$ cat src/rtl/byte_word_packer.sv
// rtl/byte_word_packer.sv - packs a sop/eop-delimited byte stream into DW-bit words
// Malformed framing is absorbed here: strays are dropped, a mid-frame sop flushes an err word.
module byte_word_packer #(
  parameter int DW = 32,
  localparam int NB = DW / 8,
  localparam int CW = $clog2(NB) + 1
) (
  input  logic          clk_i,
  input  logic          rst_i,
  input  logic [7:0]    din_i,
  input  logic          din_sop_i,
  input  logic          din_eop_i,
  input  logic          din_vld_i,
  output logic          din_rdy_o,
  output logic [DW-1:0] dout_o,
  output logic [CW-1:0] dout_cnt_o,
  output logic          dout_sop_o,
  output logic          dout_eop_o,
  output logic          dout_err_o,
  output logic          dout_vld_o,
  input  logic          dout_rdy_i,
  output logic          drop_o
);

  localparam int IW = $clog2(NB);
  localparam int AW = 8 * (NB - 1);

  typedef enum logic {IDLE = 1'b0, FILL = 1'b1} state_t;

  state_t        state, state_n;
  logic [AW-1:0] acc, acc_n;
  logic [IW-1:0] idx, idx_n;
  logic          acc_sop, acc_sop_n;
  logic          drop_n;

  logic          load;
  logic [DW-1:0] ld_data;
  logic [CW-1:0] ld_cnt;
  logic          ld_sop, ld_eop, ld_err;

  logic          out_free, abort, accept, last_lane;
  logic [DW-1:0] merged;

  assign out_free  = !dout_vld_o || dout_rdy_i;
  assign abort     = (state == FILL) && din_vld_i && din_sop_i;
  // Stall every byte while the output is blocked, not only word-completing ones.
  assign din_rdy_o = out_free && !abort;
  assign accept    = din_vld_i && din_rdy_o;
  assign last_lane = (idx == IW'(NB - 1));

  always_comb begin
    merged = DW'(acc);
    merged[{idx, 3'b000} +: 8] = din_i;
  end

  always_comb begin
    state_n   = state;
    acc_n     = acc;
    idx_n     = idx;
    acc_sop_n = acc_sop;
    drop_n    = 1'b0;
    load      = 1'b0;
    ld_data   = merged;
    ld_cnt    = CW'(idx) + CW'(1);
    ld_sop    = acc_sop;
    ld_eop    = din_eop_i;
    ld_err    = 1'b0;

    unique case (state)
      IDLE: begin
        if (accept) begin
          if (!din_sop_i) begin
            drop_n = 1'b1;
          end else if (din_eop_i) begin
            load    = 1'b1;
            ld_data = DW'(din_i);
            ld_cnt  = CW'(1);
            ld_sop  = 1'b1;
          end else begin
            acc_n     = AW'(din_i);
            acc_sop_n = 1'b1;
            idx_n     = IW'(1);
            state_n   = FILL;
          end
        end
      end
      FILL: begin
        if (abort) begin
          // The sop byte stays on the input; it opens the next frame from IDLE.
          if (out_free) begin
            load      = 1'b1;
            ld_data   = DW'(acc);
            ld_cnt    = CW'(idx);
            ld_eop    = 1'b1;
            ld_err    = 1'b1;
            acc_n     = '0;
            idx_n     = '0;
            acc_sop_n = 1'b0;
            state_n   = IDLE;
          end
        end else if (accept) begin
          if (last_lane || din_eop_i) begin
            load      = 1'b1;
            acc_n     = '0;
            idx_n     = '0;
            acc_sop_n = 1'b0;
            if (din_eop_i) state_n = IDLE;
          end else begin
            acc_n = merged[AW-1:0];
            idx_n = idx + IW'(1);
          end
        end
      end
      default: ;
    endcase
  end

  always_ff @(posedge clk_i) begin
    if (rst_i) begin
      state      <= IDLE;
      acc        <= '0;
      idx        <= '0;
      acc_sop    <= 1'b0;
      drop_o     <= 1'b0;
      dout_o     <= '0;
      dout_cnt_o <= '0;
      dout_sop_o <= 1'b0;
      dout_eop_o <= 1'b0;
      dout_err_o <= 1'b0;
      dout_vld_o <= 1'b0;
    end else begin
      state   <= state_n;
      acc     <= acc_n;
      idx     <= idx_n;
      acc_sop <= acc_sop_n;
      drop_o  <= drop_n;
      if (load) begin
        dout_o     <= ld_data;
        dout_cnt_o <= ld_cnt;
        dout_sop_o <= ld_sop;
        dout_eop_o <= ld_eop;
        dout_err_o <= ld_err;
        dout_vld_o <= 1'b1;
      end else if (dout_rdy_i) begin
        dout_vld_o <= 1'b0;
      end
    end
  end

endmodule
$ cat config.mk
export PLATFORM = sky130hd
export DESIGN_NAME = byte_word_packer
export DESIGN_NICKNAME = d
export VERILOG_FILES = /design/src/rtl/byte_word_packer.sv
export SDC_FILE = /design/constraint.sdc
export NUM_CORES = 1
export LEC_CHECK = 0
export CORE_MARGIN = 1
export CORE_UTILIZATION = 40
export DETAILED_ROUTE_END_ITERATION = 10
export PLACE_DENSITY = 0.65
export SLEW_MARGIN = 20
export SYNTH_ARGS = -nofsm -noshare
export SYNTH_HDL_FRONTEND = slang
export SYNTH_SLANG_ARGS = --single-unit
$ cat constraint.sdc
create_clock -name clk_i -period 2 [get_ports clk_i]
set_clock_uncertainty 0.1 [all_clocks]
set_input_delay 0.6 -clock clk_i [delete_from_list [all_inputs] [get_ports clk_i]]
set_output_delay 0.6 -clock clk_i [all_outputs]
set_load 0.01 [all_outputs]
# [After elaboration in Yosys (flattened, before gate mapping)]
# Index checks and enable logic that the tools add are counted.
[totals] regBits=68 latch_bits=0 ramBits=0 romBits=0 inputBits=14 out_inout_bits=41 memories=0
[op_classes] addsub=3 n_mul=0 n_div=0 magnitude_cmp=0 n_eq_ne=7 shifts=2 n_mux=65 bitwise=2 n_reduce_logical=12
[ops] operator="$mux 24" count=7
[ops] operator="$mux 32" count=5
[ops] operator="$pmux 32 s2" count=1
[ops] operator="$pmux 24 s2" count=1
[ops] operator="$mux 1" count=33
[ops] operator="$bwmux 32" count=1
[ops] operator="$shift 8x7->32 const A" count=1
[ops] operator="$shiftx 8x7->32" count=1
[ops] operator="$mux 3" count=5
[ops] operator="$mux 2" count=7
[ops] operator="$neg 5->7" count=1
[ops] operator="$ne 2x2->1 const B" count=3
[ops] operator="$ne 3x1->1 const B" count=2
[ops] operator="$pmux 1 s2" count=3
[ops] operator="$pmux 3 s2" count=1
[ops] operator="$reduce_and 6->1" count=1
[ops] operator="$reduce_and 5->1" count=1
[ops] operator="$logic_and 1x1->1" count=4
[ops] operator="$pmux 2 s2" count=1
[ops] operator="$add 2x1->3 const B" count=1
[ops] operator="$ne 3x3->1 const B" count=1
[ops] operator="$reduce_or 3->1" count=1
[ops] operator="$add 2x1->2 const B" count=1
[ops] operator="$eq 2x2->1 const B" count=1
[ops] operator="other kinds (4)" count=7

# [Logic depth before layout (Yosys ltp)]
# Gate-level depths: netlist of the first run.
[depth] word_depth=9 ltp_mapped=7 mapped_depth_nobuf=6

# [Least setup slack after synthesis of the first run]
# Ideal clock, no wire load.
[synth_path] path_kind="register to register" from="register idx[0]" to="register dout_o[7]" setup_time_ns=0.103 arrival_time_ns=1.977 required_ns=1.797 setup_slack_ns=-0.180 stages_incl_launch_ff=7 synth_period_minus_slack_ns=2.180 path_cell_list="dfxtp_1 inv_1 ha_1 nor4bb_1 buf_2 a31oi_1 a2111oi_2"
[synth_via] elab_chain_len=7
[synth_lines] element="from (decl)" line_no="32" text="logic [IW-1:0] idx, idx_n;"
[synth_lines] element="from (signal assigned)" line_no="134" text="idx <= idx_n;"
[synth_lines] element="$neg 5->7" line_no="53" text="merged[{idx, 3'b000} +: 8] = din_i;"
[synth_lines] element="$shiftx 8x7->32 or $shift 8x7->32 (tied branches)" line_no="53"
[synth_lines] element="$bwmux 32" line_no="53"
[synth_lines] element="$mux 32" line_no="74" text="end else if (din_eop_i) begin"
[synth_lines] element="$mux 32" line_no="72" text="if (!din_sop_i) begin"
[synth_lines] element="$mux 32" line_no="71" text="if (accept) begin"
[synth_lines] element="$pmux 32 s2" line_no="69" text="unique case (state)"
[synth_lines] element="to (signal assigned)" line_no="138" text="dout_o <= ld_data;"
[synth_lines] element="to (decl)" line_no="15" text="output logic [DW-1:0] dout_o,"
# Several ways; a longest one is shown, not always the timed one.
# A chain may end at the register's enable or synchronous reset.

# [Worst setup path in the final report of the first run]
[layout_path] from="input din_sop_i" to="register dout_o[6]"
[layout_via] elab_chain_len=7
[layout_lines] element="from (decl)" line_no="11" text="input logic din_sop_i,"
[layout_lines] element="$logic_and 1x1->1" line_no="45" text="assign abort = (state == FILL) && din_vld_i && din_sop_i;"
[layout_lines] element="$logic_not 1->1" line_no="47" text="assign din_rdy_o = out_free && !abort;"
[layout_lines] element="$logic_and 1x1->1" line_no="47"
[layout_lines] element="$logic_and 1x1->1" line_no="48" text="assign accept = din_vld_i && din_rdy_o;"
[layout_lines] element="$mux 1" line_no="101" text="end else if (accept) begin"
[layout_lines] element="$mux 1" line_no="88" text="if (abort) begin"
[layout_lines] element="$pmux 1 s2" line_no="69"
# Several ways; a longest one is shown, not always the timed one.

==> results.sh, run 1 <==
export IMPL_yosysSeqAreaShare=0.422
export IMPL_clk_pin_slew_ns=0.08
export IMPL_status="complete, no violations"
export IMPL_cts_sinks=68
export IMPL_cts_root_buffer="clkbuf_8"
export IMPL_crit_path_start="din_sop_i"
export IMPL_critical_path_max_stage_delay_ns=0.39
export IMPL_htreeDepth=3
export IMPL_clk_path_buf_depth=2
export IMPL_grt_use_total=0.234
export IMPL_vias=3092
export IMPL_insertion_delay_ns=0.35
export IMPL_critPathSlowestCell="or3_4"
export IMPL_ir_drop_mv=0.597
export IMPL_hpwl_mm=6.58
export IMPL_numCtsBuffers=9
export IMPL_critPathRequiredTime_ns=2.14
export IMPL_min_period_ns=1.97
export IMPL_crit_family="buffers and inverters"
export IMPL_fin_area_um2=4690
export IMPL_critical_path_class="input pin to flop"
export IMPL_post_drt_wl_per_cell_um=17.1
export IMPL_diodes=0
export IMPL_areaGrowthSynthToFinish_pct=45.4
export IMPL_grt_max_degree=22
export IMPL_antenna_left=0
export IMPL_layout_commonest_cell="dfxtp_1"
export IMPL_holdWs_ns=0.364
export IMPL_ios=55
export IMPL_coreArea_um2=7770
export IMPL_p_per_area_nw_per_um2=703
export IMPL_syn_nets=352
export IMPL_num_rows=32
export IMPL_grt_setup_unrepaired="no"
export IMPL_start_kind="input pin"
export IMPL_yosys_cell_types_count=52
export IMPL_cts_tree="yes"
export IMPL_slew_viol_final=0
export IMPL_p_total_w=0.00330
export IMPL_r2r_start="idx[0]"
export IMPL_r2r_end="dout_o[6]"
export IMPL_routabilityCongestion=0.906
export IMPL_r2r_worst_path_cells=7
export IMPL_layout_nets=458
export IMPL_crit_arrival_ns=2.11
export IMPL_placed_cell_area_um2=4280
export IMPL_yosys_register_bits=68
export IMPL_p_leak_nw=1.93
export IMPL_cts_hold_fix_buffers=0
export IMPL_syn_inst=332
export IMPL_first_iter_violations=108
export IMPL_worstSetupPathDepth=8
export IMPL_cp_endpoint="dout_o[6]"
export IMPL_hold_path_depth=2
export IMPL_vias_per_cell=5.67
export IMPL_grt_overflow=0
export IMPL_worstHoldPathType="flop to flop"
export IMPL_yosys_warnings=0
export IMPL_max_cap_violations=0
export IMPL_tightest_slew_ns=0.479
export IMPL_die_w_um=91.8
export IMPL_fin_tns_setup_ns=0
export IMPL_finalCritPeriodShare=0.986
export IMPL_die_h_um=91.8
export IMPL_grt_pass1_vias=3088
export IMPL_drive_above_1_share=0.275
export IMPL_path_cells="dlygate4sd2_1 > buf_6 > or3_4 > and3_4 > buf_4 > buf_12 > o31ai_1 > a211oi_1"
export IMPL_initial_core_util=0.415
export IMPL_antenna_found_initial=0
export IMPL_dieArea_um2=8420
export IMPL_fmax_ghz=0.507
export IMPL_syn_area_per_cell_um2=9.71
export IMPL_setup_viol=0
export IMPL_synth_area_um2=3220
export IMPL_wl_mm=9.32
export IMPL_cp_end_kind="flop"
export IMPL_drc_errors=0
export IMPL_worstPathMaxFanout=11
export IMPL_utilization=0.603
export IMPL_layout_common_cells="67 x dfxtp_1, 60 x buf_4, 42 x clkdlybuf4s50_1, 26 x nand2_1, 16 x a21oi_1"
export IMPL_portBuffers=54
export IMPL_slew_headroom=0.678
export IMPL_grt_pass1_wl_mm=15.4
export IMPL_firstDrtPassIters=4
export IMPL_r2r_slack_ns=0.08
export IMPL_cp_num_buf_inv=4
export IMPL_finalHoldViolCount=0
==> worst min path at each step <==
stage | from | endpoint | slack, ns
floorplan | acc_sop | acc_sop | 0.35
global placement | dout_o[14] | dout_o[14] | 0.35
detailed placement | dout_o[14] | dout_o[14] | 0.35
CTS | dout_o[25] | dout_o[25] | 0.36
global route | dout_o[25] | dout_o[25] | 0.37
finish | dout_o[25] | dout_o[25] | 0.36
==> cells by family after synthesis <==
| kind of cell | after synthesis | synth area share |
|---|---|---|
| AO/OA/AOI/OAI | 116 | 0.296 |
| multiplexers | 4 | 0.0124 |
| flip-flops | 68 | 0.422 |
| buffers and inverters | 36 | 0.0528 |
| adder cells (fa/ha/maj) | 6 | 0.0233 |
| AND/OR/NAND/NOR | 102 | 0.194 |
==> Yosys cell counts (all sizes together) <==
cell | number | share of area
a2111oi | 3 | 0.012
a211oi | 10 | 0.025
a21o | 1 | 0.0023
a21oi | 16 | 0.025
a221o | 13 | 0.040
a221oi | 1 | 0.0027
a22o | 11 | 0.030
a22oi | 12 | 0.028
a311oi | 9 | 0.024
a31oi | 3 | 0.0058
a32o | 13 | 0.040
a32oi | 4 | 0.011
and2 | 15 | 0.029
and3 | 2 | 0.0054
and3b | 1 | 0.0027
and4 | 1 | 0.0027
and4b | 1 | 0.0031
and4bb | 1 | 0.0039
buf | 17 | 0.031
clkbuf | 10 | 0.012
dfxtp | 68 | 0.42
ha | 6 | 0.023
inv | 9 | 0.010
mux2i | 4 | 0.012
nand2 | 26 | 0.030
nand2b | 9 | 0.017
nand3 | 12 | 0.023
nand4 | 3 | 0.0058
nor2 | 10 | 0.012
nor2b | 3 | 0.0058
nor3 | 10 | 0.022
nor4 | 4 | 0.019
nor4b | 1 | 0.0027
nor4bb | 1 | 0.0031
o211ai | 2 | 0.0078
o21ai | 3 | 0.0047
o21bai | 4 | 0.0093
o2bb2ai | 4 | 0.011
o31ai | 7 | 0.016
or3 | 2 | 0.0054
==> stage by stage <==
| step | setup WS, ns | std cells |
|---|---|---|
| after global placement | -0.599 | 522 |
| after CTS | 0.00632 | 547 |
| after global routing | 0.000590 | 545 |
| final | 0.0284 | 545 |
| after detailed placement | -0.569 | 522 |
| after floorplan | -0.00185 | 332 |
==> where the power goes <==
group	total (W)	internal (W)	switching [W]
combinational	0.000471	0.000229	0.000243
sequential	0.00140	0.00138	0.0000182
clock	0.00143	0.000837	0.000589
total	0.00330	0.00245	0.000850
==> per-layer routing <==
metal	vias up	wire length, µm	global-route usage
li1	1494	-	-
met1	1506	4200	0.292
met2	86	4590	0.405
met3	6	463	0.0589
met4	0	64	0.0573
met5	-	0	0
==> sequential cells by signal, summed over array words and instances (netlist names), 2 cells and up <==
signal / cells
acc: 24
dout_cnt_o: 3
dout_o: 32
idx: 2
==> worst reg2reg max path, stage by stage (launching register included) <==
cell and delay (ns):
dfxtp_4 0.36, ha_2 0.20, or3_4 0.41, and3_4 0.20, buf_4 0.14, buf_12 0.14
o31ai_1 0.20, a211oi_1 0.07
==> what timing repair did <==
action	4_1_cts	5_1_grt
resized for setup	19	22
pin swaps	5	2
endpoints found under the setup margin	60	43
setup buffers	8	0
gates cloned	1	0
==> layout make-up <==
type                            instances  area (µm²)
Clock buffer                            9         124
Clock inverter                          7         124
Fill cell                             663        3080
Inverter                                9        33.8
Multi-Input combinational cell        228        1790
Sequential cell                        68        1370
Tap cell                              102         128
Timing Repair Buffer                  122        1120
Power figures use the tool's default switching activity.
==> inputs of run 2 (changes only) <==
CORE_MARGIN = 2   (was 1)
==> run 2 against run 1 <==
Net effect: sequential power barely moved; sequential cell count did not move; critical path depth decreased by 7; core utilization down 0.45 points; final area down 0.75%; final cell count increased by 0.73%; register-to-register slack lost 0.02 ns; critical endpoint is now dout_o[21]; sequential share of layout area up 0.17 points; highest routed layer unchanged; first-iteration DRC count is 96% higher; fmax is 0.81% higher; power decreased by 7.9%; largest power group is now sequential cells; via count is essentially flat.
==> results.sh, run 2 (synthesized netlist as in run 1, its figures left out) <==
export IMPL_num_rows=32
export IMPL_ios=55
export IMPL_drc_errors=0
export IMPL_grt_overflow=0
export IMPL_numCtsBuffers=9
export IMPL_status="complete, no violations"
export IMPL_post_drt_wl_per_cell_um=16.9
export IMPL_cts_sinks=68
export IMPL_tightest_slew_ns=0.393
export IMPL_critPathSlowestCell="clkdlybuf4s50_1"
export IMPL_largest_register="dout_o"
export IMPL_portBuffers=54
export IMPL_firstDrtPassIters=4
export IMPL_post_place_ws_ns=-0.586
export IMPL_worstHoldPathType="flop to flop"
export IMPL_dieArea_um2=8790
export IMPL_p_per_area_nw_per_um2=653
export IMPL_reg_top3="dout_o (32), acc (24), dout_cnt_o (3)"
export IMPL_vias=3095
export IMPL_drive_above_1_share=0.262
export IMPL_crit_family="buffers and inverters"
export IMPL_coreArea_um2=7770
export IMPL_fmax_ghz=0.511
export IMPL_r2r_slack_ns=0.06
export IMPL_placed_cell_area_um2=4340
export IMPL_grt_use_total=0.219
export IMPL_filler_cell_count=692
export IMPL_setup_viol=0
export IMPL_die_h_um=93.8
export IMPL_min_period_ns=1.96
export IMPL_die_w_um=93.8
export IMPL_largest_reg_flops=32
export IMPL_max_cap_violations=0
export IMPL_hpwl_mm=6.68
export IMPL_critical_path_class="flop to output pin"
export IMPL_initial_core_util=0.415
export IMPL_clk_path_buf_depth=2
export IMPL_insertion_delay_ns=0.35
export IMPL_antenna_found_initial=0
export IMPL_diodes=0
export IMPL_areaGrowthSynthToFinish_pct=44.3
export IMPL_layout_nets=462
export IMPL_multi_input_area_um2=1790
export IMPL_first_iter_violations=212
export IMPL_cp_num_buf_inv=1
export IMPL_layout_common_cells="67 x dfxtp_1, 65 x buf_4, 48 x clkdlybuf4s50_1, 26 x nand2_1, 16 x a21oi_1"
export IMPL_slew_viol_final=0
export IMPL_layout_commonest_cell="dfxtp_1"
export IMPL_grt_pass1_wl_mm=15.1
export IMPL_worstSetupPathDepth=1
export IMPL_critical_path_max_stage_delay_ns=0.55
export IMPL_cp_end_kind="output pin"
export IMPL_start_kind="flop"
export IMPL_clk_pin_slew_ns=0.08
export IMPL_seqCellArea_um2=1360
export IMPL_r2r_worst_path_cells=7
export IMPL_finalCritPeriodShare=0.978
export IMPL_p_leak_nw=1.84
export IMPL_hold_path_depth=2
export IMPL_antenna_left=0
export IMPL_critPathRequiredTime_ns=1.30
export IMPL_slew_headroom=0.737
export IMPL_setup_slack_ns=0.0443
export IMPL_finalHoldViolCount=0
export IMPL_cts_root_buffer="clkbuf_8"
export IMPL_fin_area_um2=4650
export IMPL_crit_arrival_ns=1.26
export IMPL_vias_per_cell=5.64
export IMPL_worstPathMaxFanout=2
export IMPL_path_cells="clkdlybuf4s50_1"
export IMPL_htreeDepth=3
export IMPL_wl_mm=9.26
export IMPL_routabilityCongestion=0.935
export IMPL_cts_tree="yes"
export IMPL_grt_pass1_vias=2979
export IMPL_grt_setup_unrepaired="yes"
export IMPL_ir_drop_mv=0.440
export IMPL_grt_max_degree=22
-- run 2: power by group --
group	switching, W	internal (W)	total, W
clock network	0.000573	0.000582	0.00116
logic	0.000245	0.000236	0.000481
registers	0.0000177	0.00138	0.00140
total	0.000836	0.00220	0.00304
-- run 2: repair_timing --
item,CTS,global route
buffers inserted,3,0
hold buffers,0,0
gates resized for setup,16,8
setup endpoints to repair,63,33
pin swaps,4,1
-- run 2: per-layer routing --
metal | share of wire | track usage
met3 | 0.059 | 0.0369
met2 | 0.46 | 0.345
met1 | 0.47 | 0.306
met4 | 0.011 | 0.0688
met5 | 0 | 0
-- run 2: area by class of cell --
cell class / instances / share of cell area
clock buffers: 9 / 0.0266
repair buffers: 126 / 0.246
clock inverters: 7 / 0.0161
inverters: 9 / 0.00726
multi-input cells: 228 / 0.384
well taps: 102 / 0.0274
flip-flops and latches: 68 / 0.293
-- run 2: worst register-to-register path, delay by kind of cell, from the launching register on --
kind,cells,cell delay [ns]
flops,1,0.35
fa+ha+maj,1,0.24
simple gates,1,0.14
buf+inv,2,0.35
compound gates,3,0.70
-- run 2: stage by stage --
| step | TNS (ns) | hold slack (ns) | utilization | std cells | total power, W |
|---|---|---|---|---|---|
| 3_5_place_dp | -30.87 | 0.349 | 0.559 | 530 | 0.00187 |
| 6_report | 0 | 0.359 | 0.599 | 549 | 0.00304 |
| 3_3_place_gp | -28.74 | 0.348 | 0.559 | 530 | 0.00186 |
| 4_1_cts | 0 | 0.359 | 0.593 | 549 | 0.00304 |
| 5_1_grt | -0.0395 | 0.367 | 0.599 | 549 | 0.00315 |
| 2_1_floorplan | -0.00185 | 0.354 | - | 332 | 0.00166 |
-- run 2: path summary, 6_finish.rpt --
check                                start    endpoint
worst max-delay path            dout_o[21]  dout_o[21]
worst min-delay path            dout_o[25]  dout_o[25]
worst max register to register      idx[0]  dout_o[15]
worst min register to register  dout_o[25]  dout_o[25]
